--- src/rtl/screen_msg_sequencer_if.sv ---
// Byte handshake between the message sequencer and the UART transmitter.
interface screen_msg_sequencer_if;
  logic [7:0] tx_data;
  logic       tx_valid;
  logic       tx_ready;

  modport master (
    output tx_data,
    output tx_valid,
    input  tx_ready
  );

  modport slave (
    input  tx_data,
    input  tx_valid,
    output tx_ready
  );
endinterface

--- src/rtl/screen_msg_sequencer.sv ---
// Serial-LCD message sequencer: after a power-up wait, and again whenever the
// scale selection changes, streams "clear screen" + "SCALE:n" to the UART TX
// one byte at a time over a valid/ready handshake.
// Optional build macro SCREEN_REFRESH_EN: periodic forced re-send from IDLE.
module screen_msg_sequencer #(
  parameter int unsigned BOOT_CYCLES    = 5000000,
  parameter logic [7:0]  CMD_PREFIX     = 8'hFE,
  parameter logic [7:0]  CMD_CLEAR      = 8'h01,
  parameter int unsigned REFRESH_CYCLES = 50000000
) (
  input  logic                          clk,
  input  logic                          reset_n,
  input  logic [2:0]                    scale,
  screen_msg_sequencer_if.master        tx,
  output logic                          busy
);

  typedef enum logic [1:0] {
    BOOT,
    LOAD,
    SEND,
    IDLE
  } state_t;

  localparam logic [3:0] LAST_IDX = 4'd8;

  state_t      state, state_next;
  logic [31:0] boot_cnt, boot_cnt_next;
  logic [3:0]  idx, idx_next;
  logic [2:0]  snap, snap_next;
  logic [7:0]  data_next;
  logic        valid_next;
  logic        busy_next;
  logic        xfer;

`ifdef SCREEN_REFRESH_EN
  logic [31:0] refresh_cnt, refresh_cnt_next;
`else
  logic unused_refresh;
  assign unused_refresh = ^REFRESH_CYCLES;
`endif

  assign xfer = tx.tx_valid && tx.tx_ready;

  function automatic logic [7:0] msg_byte(input logic [3:0] i, input logic [2:0] s);
    case (i)
      4'd0:    msg_byte = CMD_PREFIX;
      4'd1:    msg_byte = CMD_CLEAR;
      4'd2:    msg_byte = 8'h53;
      4'd3:    msg_byte = 8'h43;
      4'd4:    msg_byte = 8'h41;
      4'd5:    msg_byte = 8'h4C;
      4'd6:    msg_byte = 8'h45;
      4'd7:    msg_byte = 8'h3A;
      4'd8:    msg_byte = 8'h30 + {5'd0, s};
      default: msg_byte = 8'h00;
    endcase
  endfunction

  // State and registered outputs/datapath
  always_ff @(posedge clk or negedge reset_n) begin
    if (!reset_n) begin
      state       <= BOOT;
      boot_cnt    <= '0;
      idx         <= '0;
      snap        <= '0;
      tx.tx_data  <= '0;
      tx.tx_valid <= 1'b0;
      busy        <= 1'b1;
`ifdef SCREEN_REFRESH_EN
      refresh_cnt <= '0;
`endif
    end else begin
      state       <= state_next;
      boot_cnt    <= boot_cnt_next;
      idx         <= idx_next;
      snap        <= snap_next;
      tx.tx_data  <= data_next;
      tx.tx_valid <= valid_next;
      busy        <= busy_next;
`ifdef SCREEN_REFRESH_EN
      refresh_cnt <= refresh_cnt_next;
`endif
    end
  end

  // Next-state decision
  always_comb begin
    state_next = state;
    case (state)
      BOOT: if (boot_cnt == BOOT_CYCLES - 1) state_next = LOAD;
      LOAD: state_next = SEND;
      SEND: if (xfer && (idx == LAST_IDX)) state_next = IDLE;
      IDLE: begin
        if (scale != snap) state_next = LOAD;
`ifdef SCREEN_REFRESH_EN
        else if (refresh_cnt == REFRESH_CYCLES - 1) state_next = LOAD;
`endif
      end
      default: state_next = BOOT;
    endcase
  end

  // Next values of the output registers and datapath; busy is registered
  // from the next state so it equals "state is not IDLE" without a comb path
  always_comb begin
    boot_cnt_next = boot_cnt;
    idx_next      = idx;
    snap_next     = snap;
    data_next     = tx.tx_data;
    valid_next    = tx.tx_valid;
    busy_next     = (state_next != IDLE);
`ifdef SCREEN_REFRESH_EN
    refresh_cnt_next = ((state == IDLE) && (state_next == IDLE)) ? refresh_cnt + 32'd1 : '0;
`endif
    case (state)
      BOOT: begin
        if (boot_cnt == BOOT_CYCLES - 1) boot_cnt_next = '0;
        else                             boot_cnt_next = boot_cnt + 32'd1;
      end
      LOAD: begin
        snap_next  = scale;
        idx_next   = '0;
        data_next  = msg_byte(4'd0, scale);
        valid_next = 1'b1;
      end
      SEND: begin
        if (xfer) begin
          if (idx == LAST_IDX) begin
            valid_next = 1'b0;
          end else begin
            idx_next  = idx + 4'd1;
            data_next = msg_byte(idx + 4'd1, snap);
          end
        end
      end
      default: ;
    endcase
  end

endmodule

--- src/flat_wrapper.sv ---
// flat-port wrapper written by rule: the top's interface ports become plain ports
module screen_msg_sequencer_flat 
#(
  parameter int unsigned BOOT_CYCLES    = 5000000,
  parameter logic [7:0]  CMD_PREFIX     = 8'hFE,
  parameter logic [7:0]  CMD_CLEAR      = 8'h01,
  parameter int unsigned REFRESH_CYCLES = 50000000
)
  (clk, reset_n, scale, busy, tx_tx_data, tx_tx_valid, tx_tx_ready);
  screen_msg_sequencer_if tx_i ();
  input  logic clk;
  input  logic reset_n;
  input  logic [2:0] scale;
  output logic busy;
  output wire logic [$bits(tx_i.tx_data)-1:0] tx_tx_data;
  output wire logic [$bits(tx_i.tx_valid)-1:0] tx_tx_valid;
  input wire logic [$bits(tx_i.tx_ready)-1:0] tx_tx_ready;
  assign tx_tx_data = tx_i.tx_data;
  assign tx_tx_valid = tx_i.tx_valid;
  assign tx_i.tx_ready = tx_tx_ready;
  screen_msg_sequencer #(.BOOT_CYCLES(BOOT_CYCLES), .CMD_PREFIX(CMD_PREFIX), .CMD_CLEAR(CMD_CLEAR), .REFRESH_CYCLES(REFRESH_CYCLES)) u_core (.clk(clk), .reset_n(reset_n), .scale(scale), .tx(tx_i), .busy(busy));
endmodule
--- config.mk ---
export PLATFORM = sky130hd
export DESIGN_NAME = screen_msg_sequencer_flat
export DESIGN_NICKNAME = d
export VERILOG_FILES = /design/src/rtl/screen_msg_sequencer_if.sv /design/src/rtl/screen_msg_sequencer.sv /design/src/flat_wrapper.sv
export SDC_FILE = /design/constraint.sdc
export NUM_CORES = 1
export LEC_CHECK = 0
export BUFFER_PORTS_ARGS = -buffer_cell sky130_fd_sc_hd__buf_2
export CORE_MARGIN = 8
export CORE_UTILIZATION = 57
export CTS_BUF_LIST = sky130_fd_sc_hd__clkbuf_8
export DETAILED_ROUTE_END_ITERATION = 10
export PLACE_DENSITY_LB_ADDON = 0.08
export SYNTH_ARGS = -nofsm -noshare
export SYNTH_HDL_FRONTEND = slang
export SYNTH_SLANG_ARGS = --single-unit
--- constraint.sdc ---
create_clock -name clk -period 2.3 [get_ports clk]
set_input_delay 0.46 -clock clk [delete_from_list [all_inputs] [get_ports clk]]
set_output_delay 0.46 -clock clk [all_outputs]
set_load 0.02 [all_outputs]
==> results.md <==
- Sequential share of the synthesized area: 44.41%
- Via total after detailed routing: 2315
- VDD IR max: 0.0003425 V
- Post-synth cell types: 57
- CTS Root Cell: clkbuf_8
- RR Startpoint: u_core.idx[0]$_DFFE_PN0P_
- Worst setup path startpoint: u_core.idx[0]$_DFFE_PN0P_
- Fin. Hold Viols: 0
- Leakage dissipation: 0.001419 µW
- FILL cells: 442
- Capturing point of the worst reg2reg path: u_core.tx.tx_data[2]$_DFFE_PN0P_
- Initial antenna violation count: 0
- I/O Pins: 16
- TritonCTS clock tree: done
- Maxcap violations: 0
- H-tree depth: 2
- Num CTS Buffers: 5
- Slew Viols, Final: 0
- Drt pass-1 iters: 4
- Area of the core: 4977 µm²
- Synthesized netlist cell count: 293
- Net Count, Synth: 310
- FMAX: 481.1 MHz
- Relative slew slack: 61.74%
- Hpwl dp: 4.483 mm
- DRC viols: 0
- Total Routing Usage GR: 17.75%
- Die height: 87.04 µm
- Area added between synthesis and finish: 11.09%
- CP endpoint kind: flip-flop
- Post-synth EDFFs: 0
- Period minus WS final: 2.079 ns
- FP Rows: 26
- Critical Path Fanout Max: 9
- Setup TNS: 0 ns
- Hold Crit Class: in2async
- Drt wl/cell: 15.57 µm
- CTS sink cnt: 51
- CP Class: reg2reg
- Antenna viol nets, final: 0
- Avg Cell Area, Syn: 9.817 µm²
- Pwr dens: 452.4 nW/µm²
- Vias in the first global route: 2246
- Post-Syn Area: 2877 µm²
- Post-Route Skew: 0.007287 ns
- Final Cycle Share: 90.38%
- I/O Buffers: 15
- Crit start category: flip-flop
- Place WS: 0.1724 ns
- Unrepaired setup endpoints after global routing: false
- Hold Buf Count CTS: 0
- Initial Util: 57.79%
- Drt via density: 5.997
- R2r setup slk: 0.22 ns
- Status: finished clean
- RD Place Congestion: 0.8309
- Global route total overflow: 0
- Fraction of registers with async set/reset: 100.0%
- Largest net degree at the start of global routing: 29
- Primary FF master, synth: dfrtp_1
- Seq cells post-synth: 51
- Data required, critical path: 2.53 ns
- Routed Wire Length: 6.009 mm
- Worst R2R Path Depth: 6
- First-pass GRT wire length: 10.81 mm
- Fin nets: 332
- Antenna Cells: 0
- CTS max path bufs: 2
- Worst skew pair latency: 0.30 ns
- Setup-failing EPs final: 0
- Initial DRC count: 113
- Horiz. Die Dim: 87.04 µm
- Tightest Pin Transition: 0.5739 ns
- Setup ws final: 0.2213 ns
- Ratio of cells with drive above 1 in the final layout: 16.46%
- Synthesis Warnings: 0
- Crit path to: u_core.tx.tx_data[2]$_DFFE_PN0P_
- Full die area: 7576 µm²
- CP arrival: 2.31 ns
- Clock slew seen by the registers of the worst setup and hold paths: 0.09 ns
## per-layer routing
| layer | GRT usage, % | vias up | wire (µm) |
|---|---|---|---|
| li1 | - | 1122 | - |
| met1 | 23.71 | 1128 | 2874 |
| met2 | 28.66 | 57 | 2828 |
| met3 | 3.396 | 8 | 233 |
| met4 | 4.382 | 0 | 74 |
| met5 | 0 | - | 0 |
## worst min-delay path by stage
stage                                    start                               to  slack (ns)  cells past startpoint
3_3_place_gp   u_core.boot_cnt[31]$_DFFE_PN0N_  u_core.boot_cnt[31]$_DFFE_PN0N_        0.46                      1
6_report                               reset_n       u_core.snap[0]$_DFFE_PN0N_        0.15                      1
3_5_place_dp   u_core.boot_cnt[31]$_DFFE_PN0N_  u_core.boot_cnt[31]$_DFFE_PN0N_        0.46                      1
2_1_floorplan                          reset_n   u_core.boot_cnt[0]$_DFFE_PN0N_        0.16                      0
4_1_cts                                reset_n   u_core.boot_cnt[6]$_DFFE_PN0N_        0.16                      1
5_1_grt                                reset_n   u_core.boot_cnt[6]$_DFFE_PN0N_        0.19                      1
## critical path, stage by stage (launching register included)
cell     delay (ns)
dfrtp_1        0.45
inv_1          0.09
ha_1           0.24
and3b_1        0.24
o21ai_0        0.38
and2_1         0.41
o22a_1         0.20
## flip-flops by register name (all words and copies together) (netlist names)
register            cells
u_core.boot_cnt        32
u_core.busy             1
u_core.idx              4
u_core.snap             3
u_core.state            2
u_core.tx.tx_data       8
u_core.tx.tx_valid      1
## layout make-up
class                   count  area (µm²)  share of cell area (%)
clock buffers               6       82.58                   2.584
clock inverters             2       8.758                  0.2741
inverters                   9       33.78                   1.057
multi-input cells         220        1520                   47.57
flip-flops and latches     51        1277                   39.98
well taps                  70       87.58                   2.741
repair buffers             28       185.2                   5.795
## per-stage QoR
step	power [µW]	cells	instance area, µm²	hold slack, ns	util [%]
after floorplan	916.6	293	2877	0.1644	-
after global placement	944.9	378	3094	0.4604	62.17
after detailed placement	945.1	378	3094	0.4613	62.17
after CTS	1461	386	3186	0.1626	64.00
after global routing	1510	386	3196	0.1923	64.20
final	1446	386	3196	0.1511	64.20
## kinds of logic after synthesis
| logic type | share of synthesized area, % |
|---|---|
| fa+ha+maj | 4.785 |
| xor+xnor | 8.526 |
| mux | 1.522 |
| compound gates | 13.96 |
| buf+inv | 3.088 |
| simple gates | 23.71 |
| flops | 44.41 |
## report_power, final
group | switching, µW | total (µW) | internal (µW)
sequential | 0 | 896 | 896
combinational | 21.4 | 29.8 | 8.38
clock | 281 | 520 | 239
total | 303 | 1450 | 1140
## Yosys cell counts, drive strengths merged, types with 3 or more instances
library cell  number  area (µm²)
nand3             15       75.07
a22o               3       26.28
o21ai             11       55.05
ha                11       137.6
and4               8       71.32
and3               4       25.02
clkbuf            10       37.54
or2                3       18.77
nor4b              3       26.28
dfrtp             50        1251
a31oi              4       25.02
o211ai             3       22.52
or4                3       22.52
o22a               6       52.55
or3                3       18.77
buf                3       17.52
nor4              12       81.33
xor2              15       131.4
inv                9       33.78
nor2              12       45.04
nor3               8       45.04
nand2             28       105.1
mux2               3       33.78
nand4             11       75.07
a211oi             5       37.54
xnor2             13       113.9
a21oi              9       48.80
## layout by cell type (no fill, tap or decap), types with 3 or more instances in the layout
| cell | synthesis | layout |
|---|---|---|
| ha_1 | 11 | 11 |
| nand2_1 | 28 | 28 |
| a211oi_1 | 5 | 5 |
| a21oi_1 | 8 | 8 |
| clkbuf_8 | 0 | 6 |
| dfrtp_1 | 50 | 50 |
| and3_1 | 4 | 4 |
| xor2_1 | 15 | 15 |
| o22a_1 | 6 | 6 |
| o21ai_0 | 10 | 10 |
| nor3_1 | 7 | 7 |
| nor2_1 | 12 | 12 |
| inv_1 | 9 | 10 |
| or2_2 | 3 | 3 |
| a31oi_1 | 4 | 4 |
| xnor2_1 | 13 | 13 |
| nand3_1 | 15 | 15 |
| buf_2 | 2 | 15 |
| and4_1 | 7 | 7 |
| o211ai_1 | 3 | 3 |
| a22o_1 | 3 | 3 |
| nor4_1 | 11 | 10 |
| nand4_1 | 10 | 10 |
| buf_4 | 1 | 12 |
| or3_1 | 3 | 3 |
| mux2_2 | 3 | 3 |
| nor4b_1 | 3 | 3 |
## timing repair
action                     CTS  global route
setup endpoints to repair    0             2
buffers inserted             0             0
gates resized for setup      0             2
(Power assumes the default switching activity.)
